## src/rtl/rgb2gray_stage.sv

```systemverilog
// rgb2gray_stage: two-stage RGB to gray luma pipeline feeding a gray FIFO.
// Optional GRAY_ROUND_EN: round-to-nearest with saturation, else truncation.
module rgb2gray_stage #(
  parameter int DATA_WIDTH   = 8,
  parameter int KR           = 77,
  parameter int KG           = 150,
  parameter int KB           = 29,
  parameter int FRAME_PIXELS = 16,
  parameter int CNT_WIDTH    = 4
) (
  input  logic                      clk,
  input  logic                      rstn,
  input  logic                      in_valid,
  output logic                      in_ready,
  input  logic [3*DATA_WIDTH-1:0]   in_rgb,
  output logic                      fifo_wr,
  output logic [DATA_WIDTH-1:0]     fifo_data,
  input  logic                      fifo_full,
  output logic                      frame_done
);
  localparam int PW = 2 * DATA_WIDTH;
  localparam logic [PW-1:0] KR_W = PW'(KR);
  localparam logic [PW-1:0] KG_W = PW'(KG);
  localparam logic [PW-1:0] KB_W = PW'(KB);
  localparam logic [CNT_WIDTH-1:0] LAST =
    CNT_WIDTH'(FRAME_PIXELS - 1);

  logic                  s1_valid;
  logic                  s2_valid;
  logic [PW-1:0]         s1_pr;
  logic [PW-1:0]         s1_pg;
  logic [PW-1:0]         s1_pb;
  logic [PW-1:0]         sum;
  logic [PW-1:0]         r_ext;
  logic [PW-1:0]         g_ext;
  logic [PW-1:0]         b_ext;
  logic [DATA_WIDTH-1:0] gray;
  logic [CNT_WIDTH-1:0]  pix_cnt;
  logic                  stall;
  logic                  advance;

  assign r_ext = {{DATA_WIDTH{1'b0}},
                  in_rgb[3*DATA_WIDTH-1:2*DATA_WIDTH]};
  assign g_ext = {{DATA_WIDTH{1'b0}},
                  in_rgb[2*DATA_WIDTH-1:DATA_WIDTH]};
  assign b_ext = {{DATA_WIDTH{1'b0}},
                  in_rgb[DATA_WIDTH-1:0]};

  // Only a valid S2 pixel blocked by a full FIFO freezes the pipe;
  // bubbles keep flowing so up to two pixels are absorbed.
  assign stall    = s2_valid & fifo_full;
  assign advance  = ~stall;
  assign in_ready = rstn & advance;
  assign fifo_wr  = rstn & s2_valid & ~fifo_full;

  // Coefficients sum to 256, so the 16-bit sum never overflows.
  assign sum = s1_pr + s1_pg + s1_pb;

`ifdef GRAY_ROUND_EN
  localparam int PW1 = PW + 1;
  localparam logic [PW:0] HALF = PW1'(2 ** (DATA_WIDTH - 1));
  logic [PW:0]         sum_r;
  logic [DATA_WIDTH:0] rnd;
  assign sum_r = {1'b0, sum} + HALF;
  assign rnd   = sum_r[PW:DATA_WIDTH];
  assign gray  = rnd[DATA_WIDTH] ? '1 : rnd[DATA_WIDTH-1:0];
`else
  assign gray  = sum[PW-1:DATA_WIDTH];
`endif

  // Pipeline registers: S1 holds products, S2 holds the gray pixel.
  always_ff @(posedge clk) begin
    if (!rstn) begin
      s1_valid  <= 1'b0;
      s2_valid  <= 1'b0;
      fifo_data <= '0;
    end else if (advance) begin
      s1_valid  <= in_valid;
      s1_pr     <= r_ext * KR_W;
      s1_pg     <= g_ext * KG_W;
      s1_pb     <= b_ext * KB_W;
      s2_valid  <= s1_valid;
      fifo_data <= gray;
    end
  end

  // Frame pixel counter; frame_done follows the last write by one cycle.
  always_ff @(posedge clk) begin
    if (!rstn) begin
      pix_cnt    <= '0;
      frame_done <= 1'b0;
    end else begin
      frame_done <= 1'b0;
      if (fifo_wr) begin
        if (pix_cnt == LAST) begin
          pix_cnt    <= '0;
          frame_done <= 1'b1;
        end else begin
          pix_cnt <= pix_cnt + CNT_WIDTH'(1);
        end
      end
    end
  end
endmodule

```

## config.mk

```make
export PLATFORM = sky130hd
export DESIGN_NAME = rgb2gray_stage
export DESIGN_NICKNAME = d
export VERILOG_FILES = /design/src/rtl/rgb2gray_stage.sv
export SDC_FILE = /design/constraint.sdc
export NUM_CORES = 1
export LEC_CHECK = 0
export ABC_AREA = 0
export CAP_MARGIN = 20
export CORE_ASPECT_RATIO = 0.9
export CORE_MARGIN = 2
export CORE_UTILIZATION = 40
export DETAILED_ROUTE_END_ITERATION = 16
export DONT_BUFFER_PORTS = 1
export GPL_TIMING_DRIVEN = 0
export HOLD_SLACK_MARGIN = 0.06
export MAX_ROUTING_LAYER = met4
export PLACE_DENSITY = 0.62
export SYNTH_ARGS = -nofsm -noshare
export SYNTH_HDL_FRONTEND = slang
export SYNTH_SLANG_ARGS = --single-unit
```

## constraint.sdc

```tcl
create_clock -name clk -period 6 [get_ports clk]
set_clock_uncertainty 0.15 [all_clocks]
set_input_delay 1.5 -clock clk [delete_from_list [all_inputs] [get_ports clk]]
set_output_delay 1.5 -clock clk [all_outputs]
set_load 0.01 [all_outputs]
```

==> impl_metrics.tcl <==
set metrics [dict create \
    outcome "finished clean" \
    initial_core_util 0.4054 \
    top_usage_layer "met2" \
    n_fill_cell 1231 \
    critical_path_required_ps 5930 \
    diodes 0 \
    die_area_sq_um 14390 \
    htreeDepth 3 \
    die_w_um 126.2 \
    io_pins 39 \
    setup-tns-final_ps 0 \
    period_minus_slack_ps 4798 \
    yosysWarnings 0 \
    slew_viol_final 0 \
    crit_arrival_ps 4730 \
    post_cts_resized 0 \
    cp-start-kind "input pin" \
    via_per_inst 5.140 \
    use_met3 0.03659 \
    power.total_w 0.002567 \
    fp.dieH_um 114.0 \
    met2_usage 0.2348 \
    grt-ovfl-total 0 \
    std_cell_rows 40 \
    drive_gt1_frac 0.03854 \
    core_sq_um 13260 \
    synth.net_count 682 \
    hpwlAfterDp_mm 7.649 \
    ir_worst_vdd_v 0.0002434 \
    ctsHoldBuffers 0 \
    maxCapViolCount 0 \
    cts_tree "built" \
    synth_edf_count 43 \
    wl_per_cell_um 13.57 \
    final_hold_viol_count 0 \
    synthFlopType "edfxtp_1" \
    ant_nets 0 \
    place_worst_setup_slack_ps 871.1 \
    postSynthCellCount 502 \
    finalCritPeriodShare 0.7997 \
    power_density_nw_per_um2 433.9 \
    syn_area_per_cell_sq_um 10.71 \
    tightest_slew_ps 668.6 \
    setup_slack_ps 1202 \
    routed_wl_mm 9.322 \
    initialDrtViolationCount 131 \
    syn-cell-area_sq_um 5376 \
    hold_path.class "reg2reg" \
    grtUsageMet1 0.1846 \
    yosysSeqAreaShare 0.2960 \
    io_buffer_count 0 \
    path_class "in2reg" \
    end_kind "flip-flop" \
    worstPathMaxFanout 4 \
    clock.fmax_mhz 208.4 \
    async_flop_share 0 \
    cts-root-buf "clkbuf_16" \
    cts_buffer_depth 2 \
    drc 0 \
    postCtsSetupBuffers 0 \
    grt_pass1_vias 3708 \
    drt_pre_antenna_iters 4 \
    yosys_register_bits 58 \
    slew_headroom 0.5485 \
    rsz0062_at_grt "no" \
    cts_sinks 58 \
    flow.area_growth_from_synthesis_pct 10.03 \
    seqCellArea_sq_um 1592 \
    insertion_delay_ps 320 \
    cts_made_buffers 9 \
    grt_max_degree 42 \
    clk_pin_slew_ps 50 \
    num_vias 3531 \
    p_leak_nw 2.820 \
    place_congestion 0.8395 \
    synthDistinctLibCells 49 \
    grt_pass1_wl_mm 16.64 \
    nets 694 \
    antenna_found_initial 0 \
    setup_viol 0 \
    grt_use_total 0.1454 \
    multi_input_area_sq_um 3481 \
]
-- report_power, final --
group / leakage (nW) / switching (W) / total, W / internal (W)
Clock: 0.156 / 0.000170 / 0.000509 / 0.000339
Combinational: 2.12 / 0.000775 / 0.00140 / 0.000629
Sequential: 0.543 / 0.0000663 / 0.000653 / 0.000587
-- layout by cell type (no fill, tap or decap), types with 8 or more instances in the layout --
master,netlist,routed
a21o_1,8,8
a21oi_1,23,23
clkbuf_16,0,11
dfxtp_1,15,15
edfxtp_1,43,43
fa_1,38,38
ha_1,114,114
inv_1,77,76
nand2_1,25,25
nor2_1,21,21
o21ai_0,27,27
xnor2_1,18,18
xor2_1,14,14
-- flip-flops by register name, summed over array words and instances, names as in the netlist --
| register | cells |
|---|---|
| s2_valid | 1 |
| frame_done | 1 |
| s1_pb | 13 |
| pix_cnt | 4 |
| s1_pr | 15 |
| fifo_data | 8 |
| s1_pg | 15 |
| s1_valid | 1 |
-- cell usage after synthesis, types with 4 or more instances --
master | count | share of area
a211oi_1 | 7 | 0.0098
a21o_1 | 8 | 0.011
a21oi_1 | 23 | 0.021
a31oi_1 | 5 | 0.0058
and3_1 | 4 | 0.0047
clkbuf_1 | 4 | 0.0028
dfxtp_1 | 15 | 0.056
edfxtp_1 | 43 | 0.24
fa_1 | 38 | 0.14
ha_1 | 114 | 0.27
inv_1 | 77 | 0.054
nand2_1 | 25 | 0.017
nand2b_1 | 5 | 0.0058
nand3_1 | 7 | 0.0065
nor2_1 | 21 | 0.015
o21a_1 | 6 | 0.0084
o21ai_0 | 27 | 0.025
xnor2_1 | 18 | 0.029
xor2_1 | 14 | 0.023
-- metal layers --
layer / share of wire / wire, um / vias to the layer above
li1: - / - / 1777
met1: 0.47 / 4382 / 1679
met2: 0.47 / 4394 / 63
met3: 0.046 / 431 / 12
met4: 0.012 / 113 / 0
met5: 0 / 0 / -
-- cells by family (layout without fill, tap and decap cells) --
family / count (synthesis) / in the layout / share of synthesized area
AND/OR/NAND/NOR: 84 / 84 / 0.07703
flip-flops: 58 / 58 / 0.2960
AO/OA/AOI/OAI: 94 / 94 / 0.1096
multiplexers: 1 / 1 / 0.001862
XOR/XNOR: 32 / 32 / 0.05213
adder cells (fa/ha/maj): 152 / 152 / 0.4068
buffers and inverters: 81 / 98 / 0.05655
-- layout make-up --
class	instances	share of cell area
Sequential cell	58	0.2690
Clock buffer	13	0.04949
Timing Repair Buffer	1	0.003384
Multi-Input combinational cell	363	0.5884
Buffer	4	0.002538
Tap cell	168	0.03553
Clock inverter	3	0.002750
Inverter	77	0.04886
-- worst max-delay path, cell delays in order --
cell	delay, ps
ha_1	270
ha_1	270
inv_1	50
fa_1	500
fa_1	520
inv_1	40
ha_1	200
or2_2	310
o41ai_1	560
o21ai_0	220
a21oi_1	210
xnor2_1	80
-- worst paths after layout --
path / cells after the start / end / slack (ps) / startpoint
worst min register to register: 2 / s1_valid / 320 / s1_valid
worst min-delay path: 2 / s1_valid / 320 / s1_valid
worst max-delay path: 12 / s1_pg[14] / 1200 / in_rgb[12]
worst max register to register: 8 / fifo_data[3] / 3090 / s1_pg[2]
-- per-stage QoR --
stage,hold WS (ps),cells,utilization,instance area (sq um)
floorplan,282.2,502,-,5376
finish,315.4,687,0.4460,5916
global placement,290.5,670,0.4212,5587
global route,347.1,687,0.4460,5916
detailed placement,307.1,671,0.4227,5607
CTS,314.5,687,0.4460,5916
(Power assumes the default switching activity.)
